==> src/rtl/midi_uart_tx.sv <==
// MIDI OUT transmitter: 31.25 kbaud 8N1, LSB first, with a small byte FIFO
// so the processor can burst a whole message without polling between bytes.
module midi_uart_tx #(
    parameter int CLK_DIV = 77,
    parameter int FIFO_AW = 2
) (
    input  logic       clk,
    input  logic       reset,
    input  logic [7:0] din,
    input  logic       write,
    output logic       txd,
    output logic       full,
    output logic       empty,
    output logic       busy,
    output logic       done,
    output logic       overflow,
    input  logic       overflow_clr,
    output logic       interrupt,
    input  logic       interrupt_ack,
    output logic [3:0] CS
);
    localparam int DEPTH = 2 ** FIFO_AW;
    localparam int DIV_W = (CLK_DIV > 1) ? $clog2(CLK_DIV) : 1;
    localparam logic [DIV_W-1:0]   DIV_LAST = DIV_W'(CLK_DIV - 1);
    localparam logic [DIV_W-1:0]   DIV_ONE  = DIV_W'(1);
    localparam logic [FIFO_AW:0]   CNT_FULL = (FIFO_AW + 1)'(DEPTH);
    localparam logic [FIFO_AW:0]   CNT_ONE  = (FIFO_AW + 1)'(1);
    localparam logic [FIFO_AW-1:0] PTR_ONE  = FIFO_AW'(1);

    typedef enum logic [3:0] {
        IDLE  = 4'd0,
        START = 4'd1,
        D0    = 4'd2,
        D1    = 4'd3,
        D2    = 4'd4,
        D3    = 4'd5,
        D4    = 4'd6,
        D5    = 4'd7,
        D6    = 4'd8,
        D7    = 4'd9,
        STOP  = 4'd10
    } state_t;

    // Handshake: write is a one-cycle strobe with no ready; the processor
    // checks full first, and a write while full is dropped and flagged.
    logic [DIV_W-1:0]   div_q, div_d;
    logic               tick;
    logic [3:0]         tcnt_q, tcnt_d;
    logic [3:0]         state_q;
    state_t             state_d, nxt;
    logic [7:0]         shreg_q, shreg_d;
    logic               txd_q, txd_d;
    logic [7:0]         mem_q [DEPTH];
    logic [7:0]         mem_d [DEPTH];
    logic [FIFO_AW-1:0] wptr_q, wptr_d, rptr_q, rptr_d;
    logic [FIFO_AW:0]   count_q, count_d;
    logic               full_q, full_d, empty_q, empty_d, busy_q, busy_d;
    logic               done_q, done_d, overflow_q, overflow_d;
    logic               interrupt_q, interrupt_d;
    logic               wr_ok, pop;

    assign tick = (div_q == DIV_LAST);

    always_comb begin
        div_d   = tick ? '0 : div_q + DIV_ONE;
        state_d = state_t'(state_q);
        nxt     = state_t'(state_q + 4'd1);
        tcnt_d  = tcnt_q;
        shreg_d = shreg_q;
        txd_d   = txd_q;
        pop     = 1'b0;
        done_d  = 1'b0;

        case (state_q)
            IDLE: begin
                if (tick && count_q != '0) begin
                    pop     = 1'b1;
                    shreg_d = mem_q[rptr_q];
                    txd_d   = 1'b0;
                    tcnt_d  = 4'd0;
                    state_d = START;
                end
            end
            START, D0, D1, D2, D3, D4, D5, D6, D7: begin
                if (tick) begin
                    tcnt_d = tcnt_q + 4'd1;
                    if (tcnt_q == 4'd15) begin
                        state_d = nxt;
                        if (state_q == D7) begin
                            txd_d = 1'b1;
                        end else begin
                            txd_d   = shreg_q[0];
                            shreg_d = {1'b0, shreg_q[7:1]};
                        end
                    end
                end
            end
            STOP: begin
                if (tick) begin
                    tcnt_d = tcnt_q + 4'd1;
                    if (tcnt_q == 4'd15) begin
                        done_d = 1'b1;
                        // Queued byte starts straight away: no idle gap.
                        if (count_q != '0) begin
                            pop     = 1'b1;
                            shreg_d = mem_q[rptr_q];
                            txd_d   = 1'b0;
                            state_d = START;
                        end else begin
                            txd_d   = 1'b1;
                            state_d = IDLE;
                        end
                    end
                end
            end
            default: begin
                state_d = IDLE;
                txd_d   = 1'b1;
                tcnt_d  = 4'd0;
            end
        endcase

        // Full is judged on the pre-cycle count, so a same-cycle pop never
        // makes room for a write that arrived while full.
        wr_ok  = write && (count_q != CNT_FULL);
        mem_d  = mem_q;
        wptr_d = wptr_q;
        if (wr_ok) begin
            mem_d[wptr_q] = din;
            wptr_d        = wptr_q + PTR_ONE;
        end
        rptr_d  = pop ? rptr_q + PTR_ONE : rptr_q;
        count_d = count_q;
        if (wr_ok && !pop) begin
            count_d = count_q + CNT_ONE;
        end else if (!wr_ok && pop) begin
            count_d = count_q - CNT_ONE;
        end

        full_d      = (count_d == CNT_FULL);
        empty_d     = (count_d == '0);
        busy_d      = (state_d != IDLE);
        overflow_d  = (overflow_q && !overflow_clr) || (write && !wr_ok);
        interrupt_d = (interrupt_q && !interrupt_ack) || done_q;
    end

    always_ff @(posedge clk or posedge reset) begin
        if (reset) begin
            div_q       <= '0;
            tcnt_q      <= 4'd0;
            state_q     <= IDLE;
            shreg_q     <= 8'h00;
            txd_q       <= 1'b1;
            for (int i = 0; i < DEPTH; i++) begin
                mem_q[i] <= 8'h00;
            end
            wptr_q      <= '0;
            rptr_q      <= '0;
            count_q     <= '0;
            full_q      <= 1'b0;
            empty_q     <= 1'b1;
            busy_q      <= 1'b0;
            done_q      <= 1'b0;
            overflow_q  <= 1'b0;
            interrupt_q <= 1'b0;
        end else begin
            div_q       <= div_d;
            tcnt_q      <= tcnt_d;
            state_q     <= state_d;
            shreg_q     <= shreg_d;
            txd_q       <= txd_d;
            mem_q       <= mem_d;
            wptr_q      <= wptr_d;
            rptr_q      <= rptr_d;
            count_q     <= count_d;
            full_q      <= full_d;
            empty_q     <= empty_d;
            busy_q      <= busy_d;
            done_q      <= done_d;
            overflow_q  <= overflow_d;
            interrupt_q <= interrupt_d;
        end
    end

    assign txd       = txd_q;
    assign full      = full_q;
    assign empty     = empty_q;
    assign busy      = busy_q;
    assign done      = done_q;
    assign overflow  = overflow_q;
    assign interrupt = interrupt_q;
    assign CS        = state_q;

endmodule

==> config.mk <==
export PLATFORM = sky130hd
export DESIGN_NAME = midi_uart_tx
export DESIGN_NICKNAME = d
export VERILOG_FILES = /design/src/rtl/midi_uart_tx.sv
export SDC_FILE = /design/constraint.sdc
export NUM_CORES = 1
export LEC_CHECK = 0
export ABC_AREA = 1
export CAP_MARGIN = 15
export CORE_AREA = 5 5 126 128
export CTS_CLUSTER_SIZE = 8
export DETAILED_ROUTE_END_ITERATION = 7
export DIE_AREA = 0 0 131 133
export PLACE_DENSITY = 0.38
export SLEW_MARGIN = 10
export SYNTH_ARGS = -nofsm -noshare
export SYNTH_HDL_FRONTEND = slang
export SYNTH_SLANG_ARGS = --single-unit
==> constraint.sdc <==
create_clock -name clk -period 6.3 [get_ports clk]
set_input_delay 1.89 -clock clk [delete_from_list [all_inputs] [get_ports clk]]
set_output_delay 1.89 -clock clk [all_outputs]
set_load 0.01 [all_outputs]
==> out/metrics.csv, run 1 <==
stage,metric,value,unit
synthesis,avgSynthCellArea,8.543,um2
cts,cts_tree,built,
cts,cts_resized,0,
synthesis,ys_ff_latch,69,
routing,drcViolationCount,0,
timing,timing.final.max_slew_violations,0,
hold_path,holdPathStages,2,
hold_path,min_path_type,reg2reg,
power_and_ir_drop,p_leak,2.033,nW
critical_path,worst_setup_path_start_kind,flip-flop,
global_routing,grt_overflow,0,
die,dieArea,17420,um2
layout,post-route-util,29.06,%
power_and_ir_drop,ir_drop,116.9,uV
global_routing,grt_pass1_wl,13.65,mm
synthesis,ys_seq_area_share,48.30,%
critical_path,cp_top_family,buffers and inverters,
timing,max_freq,302.7,MHz
placement,gp_congestion,0.7328,
layout,insertedDiodeCount,0,
die,rows,45,
synthesis,ys_warn_count,0,
hold_path,hold-path-endpoint,shreg_q[0],
cts,htree_levels,3,
critical_path,crit_type,reg2out,
critical_path,crit_arrival,1.41,ns
synthesis,yosysTopAreaCell,dfrtp_1,
critical_path,crit_required,4.41,ns
power_and_ir_drop,power_density,337.8,nW/um2
timing,tns,0,ns
placement,portBuffers,23,
routing,wl_per_cell,12.81,um
die,pin_count,24,
cts,root_buffer,clkbuf_16,
cts,clkLatencyLatePin,0.33,ns
hold_path,min_from,shreg_q[0],
synthesis,synth_ff_type,dfrtp_1,
timing,slew_headroom,39.32,%
critical_path,max_stage_delay,0.59,ns
routing,num_vias,2754,
timing,hold_violations,0,
timing,worst_pin_slew,0.9088,ns
critical_path,cp_num_buf_inv,1,
die,core_area,14750,um2
global_routing,grtUsageTotal,9.905,%
synthesis,synth_nets,446,
synthesis,synth_area,3580,um2
critical_path,crit_slowest_cell,clkdlybuf4s50_1,
global_routing,grt_pass1_vias,2699,
synthesis,synth_area_leaders,"dfrtp_1 47%, nand2_1 11%, o21ai_0 7.3%",
cts,cts.path.max_buffers,2,
routing,postRouteAntennaNets,0,
timing,setup_viol,0,
timing,period_minus_slack,3.303,ns
synthesis,synth_most_common_cell,nand2_1,
synthesis,synth_top_area_share,46.84,%
status,status,"complete, no violations",
critical_path,r2r-end,shreg_q[4],
timing,finClkSkew,0.004539,ns
global_routing,grt_max_degree,42,
placement,dp_hpwl,5.687,mm
routing,drtPass1Iterations,4,
synthesis,synth_edf_count,0,
synthesis,synth_commonest_cells,"106 x nand2_1, 67 x dfrtp_1, 52 x o21ai_0, 36 x inv_1, 28 x nor2_1",
critical_path,r2r_cells,12,
routing,drtIter0Drc,121,
layout,layout.nets,472,
cts,path_clk_slew,0.06,ns
cts,ctsHoldBuffers,0,
synthesis,async_reset_ff_share,100.0,%
die,die_w,131,um
cts,numCtsBuffers,9,
timing,period_share,52.44,%
layout,drive_gt1_share,13.78,%
critical_path,path_cells,clkdlybuf4s50_1,
critical_path,r2r-start,CS[0],
global_routing,grt_antenna_before_repair,0,
layout,area_delta_synth_final,19.75,%
cts,cts_setup_buffers,0,
die,die_h,133,um
routing,totalWireLength,8.173,mm
die,start_util,24.27,%
run,drv_cap,0,
timing,rsz0062_at_grt,no,
critical_path,cp-end-kind,output port,
critical_path,critPathMaxFanout,7,
cts,cts.sinks,69,
routing,viasPerCell,4.317,
synthesis,synthCells,419,
synthesis,synth_cell_types,30,
critical_path,reg2reg_slack,4.14,ns
==> stage by stage <==
step,hold WS (ns),total power (W),instance area (um2),setup WS [ns],std cells
floorplan,0.4419,0.0008793,3580,2.673,419
global placement,0.4605,0.0009788,4008,2.784,622
detailed placement,0.4585,0.0009836,4008,2.764,622
CTS,0.4727,0.001473,4287,2.973,638
global route,0.4939,0.001547,4287,2.931,638
finish,0.4701,0.001448,4287,2.997,638
==> layout by cell type, fill, tap and decap left out, types with 4 or more instances in the layout <==
master           netlist  final
inv_2                  8      9
clkbuf_16              0      9
o21ai_1               11     11
o22ai_1                7      7
nor3_1                 4      4
nand3_2                5      5
nand3_1               21     21
clkdlybuf4s50_1        0     23
nor2_4                 5      5
xor2_1                 5      5
o21ai_0               52     52
nand2_4                8      8
nand2_1              106    106
nor2_1                28     28
inv_1                 36     35
ha_1                  14     14
dfrtp_1               67     67
a21oi_1                9      9
nand2_2                9      9
==> state kept, by name, summed over array words and instances (netlist names) <==
signal / flops
rptr_q: 2
shreg_q: 8
txd: 1
full: 1
interrupt: 1
div_q: 7
busy: 1
CS: 4
mem_q: 32
empty: 1
done: 1
tcnt_q: 4
wptr_q: 2
overflow: 1
count_q: 3
==> worst max path at each step <==
| stage | from | to | depth (start not counted) | slack, ns |
|---|---|---|---|---|
| floorplan | reset | CS[0] | 1 | 2.67 |
| global placement | write | mem_q[30] | 6 | 2.78 |
| detailed placement | write | mem_q[30] | 5 | 2.76 |
| CTS | CS[0] | CS[0] | 1 | 2.97 |
| global route | CS[0] | CS[0] | 1 | 2.93 |
| finish | CS[0] | CS[0] | 1 | 3.00 |
==> final cells by class <==
cell class | count | area [um2]
multi-input cells | 297 | 1640
repair buffers | 24 | 237.7
inverters | 44 | 165.2
clock buffers | 12 | 256.5
well taps | 188 | 235.2
flip-flops and latches | 69 | 1729
fillers | 1588 | 10470
clock inverters | 4 | 22.52
==> kinds of logic after synthesis <==
group | Yosys count | share of synthesized area [%]
simple gates | 193 | 26.25
compound gates | 85 | 13.46
flops | 69 | 48.30
buf+inv | 53 | 5.872
fa+ha+maj | 14 | 4.893
xor+xnor | 5 | 1.223
==> routing by layer <==
layer	up-vias	global-route usage, %	routed length, um
li1	1407	-	-
met5	-	0	0
met1	1295	13.65	3976
met2	39	14.87	3756
met3	13	2.826	307
met4	0	3.257	132
==> power by group <==
| group | internal, W | total, W | switching, W |
|---|---|---|---|
| combinational | 0.000134 | 0.000339 | 0.000205 |
| sequential | 0.000565 | 0.000633 | 0.0000684 |
| clock | 0.000286 | 0.000476 | 0.000190 |
==> worst min-delay path, stage by stage (launching register included) <==
cell and delay (ns):
dfrtp_1 0.34, nand2_1 0.05, nand2_1 0.05
Note: power is estimated with default switching activity, not from simulation.
==> run 2, diff against run 1 <==
- clock period: 6.3 -> 3.1 ns (I/O delays scaled with it)
==> out/metrics.csv, run 2 (synthesis results as in run 1) <==
stage,metric,value,unit,change
critical_path,crit_slowest_cell,clkdlybuf4s50_1,,
die,die_h,133,um,unchanged
global_routing,grt_overflow,0,,unchanged
routing,drtIter0Drc,141,,+17%
layout,layout_common_cells,"106 x nand2_1, 67 x dfrtp_1, 52 x o21ai_0",,
routing,viasPerCell,4.318,,about the same
critical_path,crit_required,2.17,ns,-2.24 ns
global_routing,grt_antenna_before_repair,0,,unchanged
critical_path,path_cells,clkdlybuf4s50_1,,
layout,insertedDiodeCount,0,,unchanged
layout,post-route-util,29.31,%,+0.25 points
power_and_ir_drop,net-switching-power,0.0009477,W,+100%
critical_path,critPathMaxFanout,7,,unchanged
cts,htree_levels,3,,unchanged
timing,worst_pin_slew,0.5735,ns,-0.3353 ns
power_and_ir_drop,power_density,683.6,nW/um2,+100%
power_and_ir_drop,seqPwrFrac,43.4,%,-0.3 points
cts,root_buffer,clkbuf_16,,
cts,cts.sinks,69,,unchanged
hold_path,min_path_type,reg2reg,,
status,status,"complete, no violations",,
power_and_ir_drop,p_leak,2.052,nW,+0.96%
routing,wl_met2,3.836,mm,+2.1%
layout,top_regs,"mem_q (32), shreg_q (8), div_q (7)",,
layout,final-instance-count-excl-fill,642,,+0.63%
layout,drive_gt1_share,14.76,%,+0.98 points
critical_path,max_stage_delay,0.59,ns,about the same
placement,gp_congestion,0.7508,,+2.5%
die,dieArea,17420,um2,unchanged
global_routing,grt_pass1_wl,13.90,mm,+1.9%
routing,drtPass1Iterations,4,,unchanged
die,core_area,14750,um2,unchanged
critical_path,worst_setup_path_start_kind,flip-flop,,
routing,postRouteAntennaNets,0,,unchanged
power_and_ir_drop,swShare,32.06,%,+0.066 points
layout,layout.nets,476,,+0.85%
timing,period_minus_slack,2.330,ns,
cts,cts_resized,0,,unchanged
placement,dp_hpwl,5.921,mm,+4.1%
routing,drt-met1-wl,4.065,mm,+2.2%
timing,period_share,75.15,%,
power_and_ir_drop,ir_drop,303.5,uV,+160%
layout,layout_commonest_cell,nand2_1,,
routing,drcViolationCount,0,,unchanged
cts,cts_setup_buffers,0,,unchanged
placement,portBuffers,23,,unchanged
layout,area_delta_synth_final,20.80,%,
critical_path,cp-end-kind,output port,,
cts,ctsHoldBuffers,0,,unchanged
cts,clkLatencyLatePin,0.34,ns,about the same
run,drv_cap,0,,unchanged
die,start_util,24.27,%,unchanged
layout,regArea,1729,um2,unchanged
power_and_ir_drop,combPwrFrac,23.3,%,about the same
critical_path,cp_num_buf_inv,1,,unchanged
placement,dpl.cell_count,626,,+0.64%
cts,numCtsBuffers,9,,unchanged
timing,finClkSkew,0.007328,ns,+0.002789 ns
layout,multi_input_area,1640,um2,unchanged
global_routing,grt_max_degree,27,,-36%
global_routing,grt_pass1_vias,2642,,-2.1%
die,pin_count,24,,unchanged
timing,rsz0062_at_grt,no,,
power_and_ir_drop,clkPwrFrac,33.3,%,+0.4 points
critical_path,crit_arrival,1.40,ns,about the same
global_routing,grtUsageTotal,10.26,%,+0.35 points
cts,cts_tree,built,,
layout,regMostFlops,mem_q,,
routing,top_layer_used,met4,,
timing,hold_violations,0,,unchanged
timing,max_freq,429.2,MHz,
routing,met3WireLength,335,um,+9.1%
critical_path,crit_type,reg2out,,
layout,largest_register_ffs,32,,unchanged
timing,setup_viol,0,,unchanged
timing,slew_headroom,61.67,%,+22 points
critical_path,cp_top_family,buffers and inverters,,
routing,wl_per_cell,12.98,um,+1.4%
die,die_w,131,um,unchanged
die,rows,45,,unchanged
routing,totalWireLength,8.336,mm,+2.0%
routing,num_vias,2772,,+0.65%
cts,cts.path.max_buffers,2,,unchanged
timing,timing.final.max_slew_violations,0,,unchanged
layout,n_fill_cell,1592,,+0.25%
timing,tns,0,ns,unchanged
cts,path_clk_slew,0.05,ns,about the same
power_and_ir_drop,power.internal,0.002008,W,+100%
## run 2: changes by cell type in the layout (fill, tap and decap cells not counted), sizes merged
cell      previous run  this run
buf                  1         5
clkbuf              12        11
clkinv               3         2
clkinvlp             1         2
inv                 44        45
## run 2: worst min-delay path, cell delays in order, from the launching register on
cell and delay (ns):
dfrtp_1 0.34, nand2_1 0.05, nand2_1 0.04
## run 2: through the flow
step | hold slack (ns) | area, um2 | total power [W] | setup slack [ns]
floorplan | 0.4419 | 3580 | 0.001787 | 0.4334
detailed placement | 0.4607 | 4038 | 0.002006 | 0.5259
global route | 0.4950 | 4324 | 0.003194 | 0.6645
CTS | 0.4760 | 4324 | 0.003017 | 0.7471
finish | 0.4716 | 4324 | 0.002956 | 0.7703
global placement | 0.4554 | 4038 | 0.001990 | 0.5666
## run 2: routing by layer
layer,vias up,global-route usage [%]
li1,1419,-
met1,1310,13.76
met2,35,15.72
met3,8,3.633
met4,0,2.571
met5,-,0
## run 2: cell type report
class / count / area share [%]
Sequential cell: 69 / 39.99
Multi-Input combinational cell: 297 / 37.93
Timing Repair Buffer: 28 / 6.192
Clock buffer: 11 / 5.845
Tap cell: 188 / 5.440
Inverter: 44 / 3.819
Clock inverter: 5 / 0.7812
## run 2: power groups by stage
stage                     logic (W)  registers [W]  clock network [W]
after floorplan            0.000520        0.00127                  0
after global placement     0.000691        0.00130                  0
after detailed placement   0.000707        0.00130                  0
after CTS                  0.000709        0.00128            0.00102
after global routing       0.000811        0.00132            0.00107
final                      0.000689        0.00128           0.000984
## run 2: path summary, 6_finish.rpt
| kind | startpoint | endpoint | slack, ns | cells past startpoint |
|---|---|---|---|---|
| setup / recovery | CS[0] | CS[0] | 0.77 | 1 |
| hold / removal | shreg_q[0] | shreg_q[0] | 0.47 | 2 |
| setup reg to reg | CS[0] | shreg_q[3] | 0.93 | 12 |
| hold reg to reg | shreg_q[0] | shreg_q[0] | 0.47 | 2 |
| max in group asynchronous | reset | mem_q[30] | 1.46 | 3 |
| min in group asynchronous | reset | count_q[1] | 0.97 | 2 |
==> run 3, diff against run 2 <==
- clock period: 3.1 -> 2.2 ns (I/O delays scaled with it)
==> out/metrics.csv, run 3 (synthesis results as in run 1) <==
stage,metric,value,unit,change
timing,timing.final.max_slew_violations,0,,unchanged
cts,path_clk_slew,0.06,ns,about the same
timing,finClkSkew,0.007884,ns,+0.0005560 ns
die,rows,45,,unchanged
critical_path,crit_slowest_cell,clkdlybuf4s50_1,,
timing,setup_viol,0,,unchanged
layout,n_fill_cell,1597,,+0.31%
global_routing,grtUsageTotal,10.33,%,+0.069 points
routing,drtIter0Drc,146,,+3.5%
global_routing,grt_pass1_vias,2820,,+6.7%
timing,worst_pin_slew,0.5276,ns,-0.04595 ns
cts,cts.sinks,69,,unchanged
cts,clkLatencyLatePin,0.34,ns,about the same
timing,period_minus_slack,2.041,ns,
die,die_w,131,um,unchanged
die,core_area,14750,um2,unchanged
cts,cts.path.max_buffers,2,,unchanged
power_and_ir_drop,ir_drop,416.1,uV,+37%
power_and_ir_drop,seqPwrFrac,42.7,%,-0.7 points
critical_path,cp-end-kind,output port,,
layout,fin_area,4378,um2,+1.2%
run,drv_cap,0,,unchanged
power_and_ir_drop,net-switching-power,0.001323,W,+40%
timing,period_share,92.78,%,
routing,postRouteAntennaNets,0,,unchanged
hold_path,min_path_type,reg2reg,,
layout,regMostFlops,mem_q,,
power_and_ir_drop,power_density,966.4,nW/um2,+41%
global_routing,grt_pass1_wl,14.24,mm,+2.4%
power_and_ir_drop,power.internal,0.002908,W,+45%
global_routing,grt_max_degree,70,,+160%
routing,drtPass1Iterations,4,,unchanged
placement,portBuffers,23,,unchanged
power_and_ir_drop,p_leak,2.078,nW,+1.3%
timing,tns,0,ns,unchanged
layout,multi_input_area,1640,um2,unchanged
critical_path,crit_type,reg2out,,
critical_path,critPathMaxFanout,2,,-5
die,die_h,133,um,unchanged
placement,dp_hpwl,5.717,mm,-3.4%
global_routing,grt_overflow,0,,unchanged
critical_path,cp_num_buf_inv,1,,unchanged
layout,layout.nets,481,,+1.1%
power_and_ir_drop,combPwrFrac,23.7,%,+0.4 points
layout,layout_common_cells,"106 x nand2_1, 66 x dfrtp_1, 52 x o21ai_0",,
layout,layout_commonest_cell,nand2_1,,
routing,wl_per_cell,13.00,um,+0.11%
routing,drcViolationCount,0,,unchanged
cts,cts_tree,built,,
routing,num_vias,2786,,+0.51%
critical_path,crit_arrival,1.38,ns,-0.02 ns
timing,rsz0062_at_grt,no,,
cts,numCtsBuffers,9,,unchanged
timing,max_freq,489.9,MHz,
cts,root_buffer,clkbuf_16,,
layout,insertedDiodeCount,0,,unchanged
power_and_ir_drop,clkPwrFrac,33.6,%,+0.3 points
routing,totalWireLength,8.410,mm,+0.89%
die,pin_count,24,,unchanged
layout,largest_register_ffs,32,,unchanged
placement,gp_congestion,0.7780,,+3.6%
status,status,"complete, no violations",,
routing,viasPerCell,4.306,,-0.27%
power_and_ir_drop,swShare,31.26,%,-0.80 points
timing,hold_violations,0,,unchanged
layout,regArea,1730,um2,about the same
critical_path,cp_top_family,buffers and inverters,,
critical_path,crit_required,1.54,ns,-0.63 ns
critical_path,worst_setup_path_start_kind,flip-flop,,
die,start_util,24.27,%,unchanged
critical_path,path_cells,clkdlybuf4s50_1,,
critical_path,max_stage_delay,0.53,ns,-0.06 ns
cts,htree_levels,3,,unchanged
timing,slew_headroom,64.79,%,+3.1 points
die,dieArea,17420,um2,unchanged
placement,post_dp_cell_area,4069,um2,+0.77%
layout,area_delta_synth_final,22.30,%,
layout,top_regs,"mem_q (32), shreg_q (8), div_q (7)",,
global_routing,grt_antenna_before_repair,0,,unchanged
layout,drive_gt1_share,15.25,%,+0.49 points
-- run 3: cell types whose count changed in the layout (fill, tap and decap cells not counted) --
cell        previous run  this run
buf_4                  5         9
clkinvlp_4             2         1
inv_2                  9         8
dfrtp_1               67        66
clkinv_4               0         1
dfrtp_2                0         1
clkbuf_8               2         0
bufinv_16              0         1
inv_6                  1         0
buf_12                 0         1
clkbuf_1               0         3
-- run 3: cell type report --
class	count	share of cell area [%]
clock inverter	4	1.115
multi-input combinational	297	37.47
inverter	44	3.858
tap	188	5.373
sequential	69	39.53
timing repair buffer	33	7.259
clock buffer	12	5.402
-- run 3: what timing repair did --
action                                  4_1_cts  5_1_grt
hold buffers                                  0        0
endpoints found under the setup margin        0        9
setup buffers                                 0        3
gates resized for setup                       0        1
-- run 3: stage by stage --
step / std cells / total power (W) / worst slack (ns) / util [%] / hold slack (ns)
floorplan: 419 / 0.002519 / 0.3833 / - / 0.4419
global placement: 628 / 0.002838 / 0.02590 / 27.58 / 0.4549
detailed placement: 628 / 0.002858 / 0.03724 / 27.58 / 0.4586
CTS: 644 / 0.004323 / 0.03151 / 29.52 / 0.4737
global route: 647 / 0.004562 / 0.001716 / 29.68 / 0.4900
finish: 647 / 0.004231 / 0.1589 / 29.68 / 0.4702
-- run 3: path summary, 6_finish.rpt --
check                      startpoint    endpoint  slack [ns]  cells after the start
hold / removal             shreg_q[1]  shreg_q[1]        0.47                      2
max in group asynchronous       reset  count_q[0]        1.10                      3
setup reg to reg                CS[0]  shreg_q[7]        0.19                     12
setup / recovery                  txd         txd        0.16                      1
min in group asynchronous       reset   tcnt_q[1]        0.78                      3
hold reg to reg            shreg_q[1]  shreg_q[1]        0.47                      2
-- run 3: layer usage --
layer / GRT usage (%) / vias to the layer above / wire [um] / share of wire (%)
met5: 0 / - / 0 / 0
met4: 3.257 / 0 / 127 / 1.5
met3: 3.149 / 11 / 251 / 3.0
met2: 16.31 / 27 / 4028 / 48
met1: 13.44 / 1320 / 4003 / 48
li1: - / 1428 / - / -
-- run 3: power groups by stage --
stage,combinational (W),sequential [W],clock (W)
2_1_floorplan,0.000733,0.00179,0
3_3_place_gp,0.00101,0.00182,0
3_5_place_dp,0.00103,0.00183,0
4_1_cts,0.00103,0.00181,0.00148
5_1_grt,0.00119,0.00185,0.00152
6_report,0.00100,0.00181,0.00142
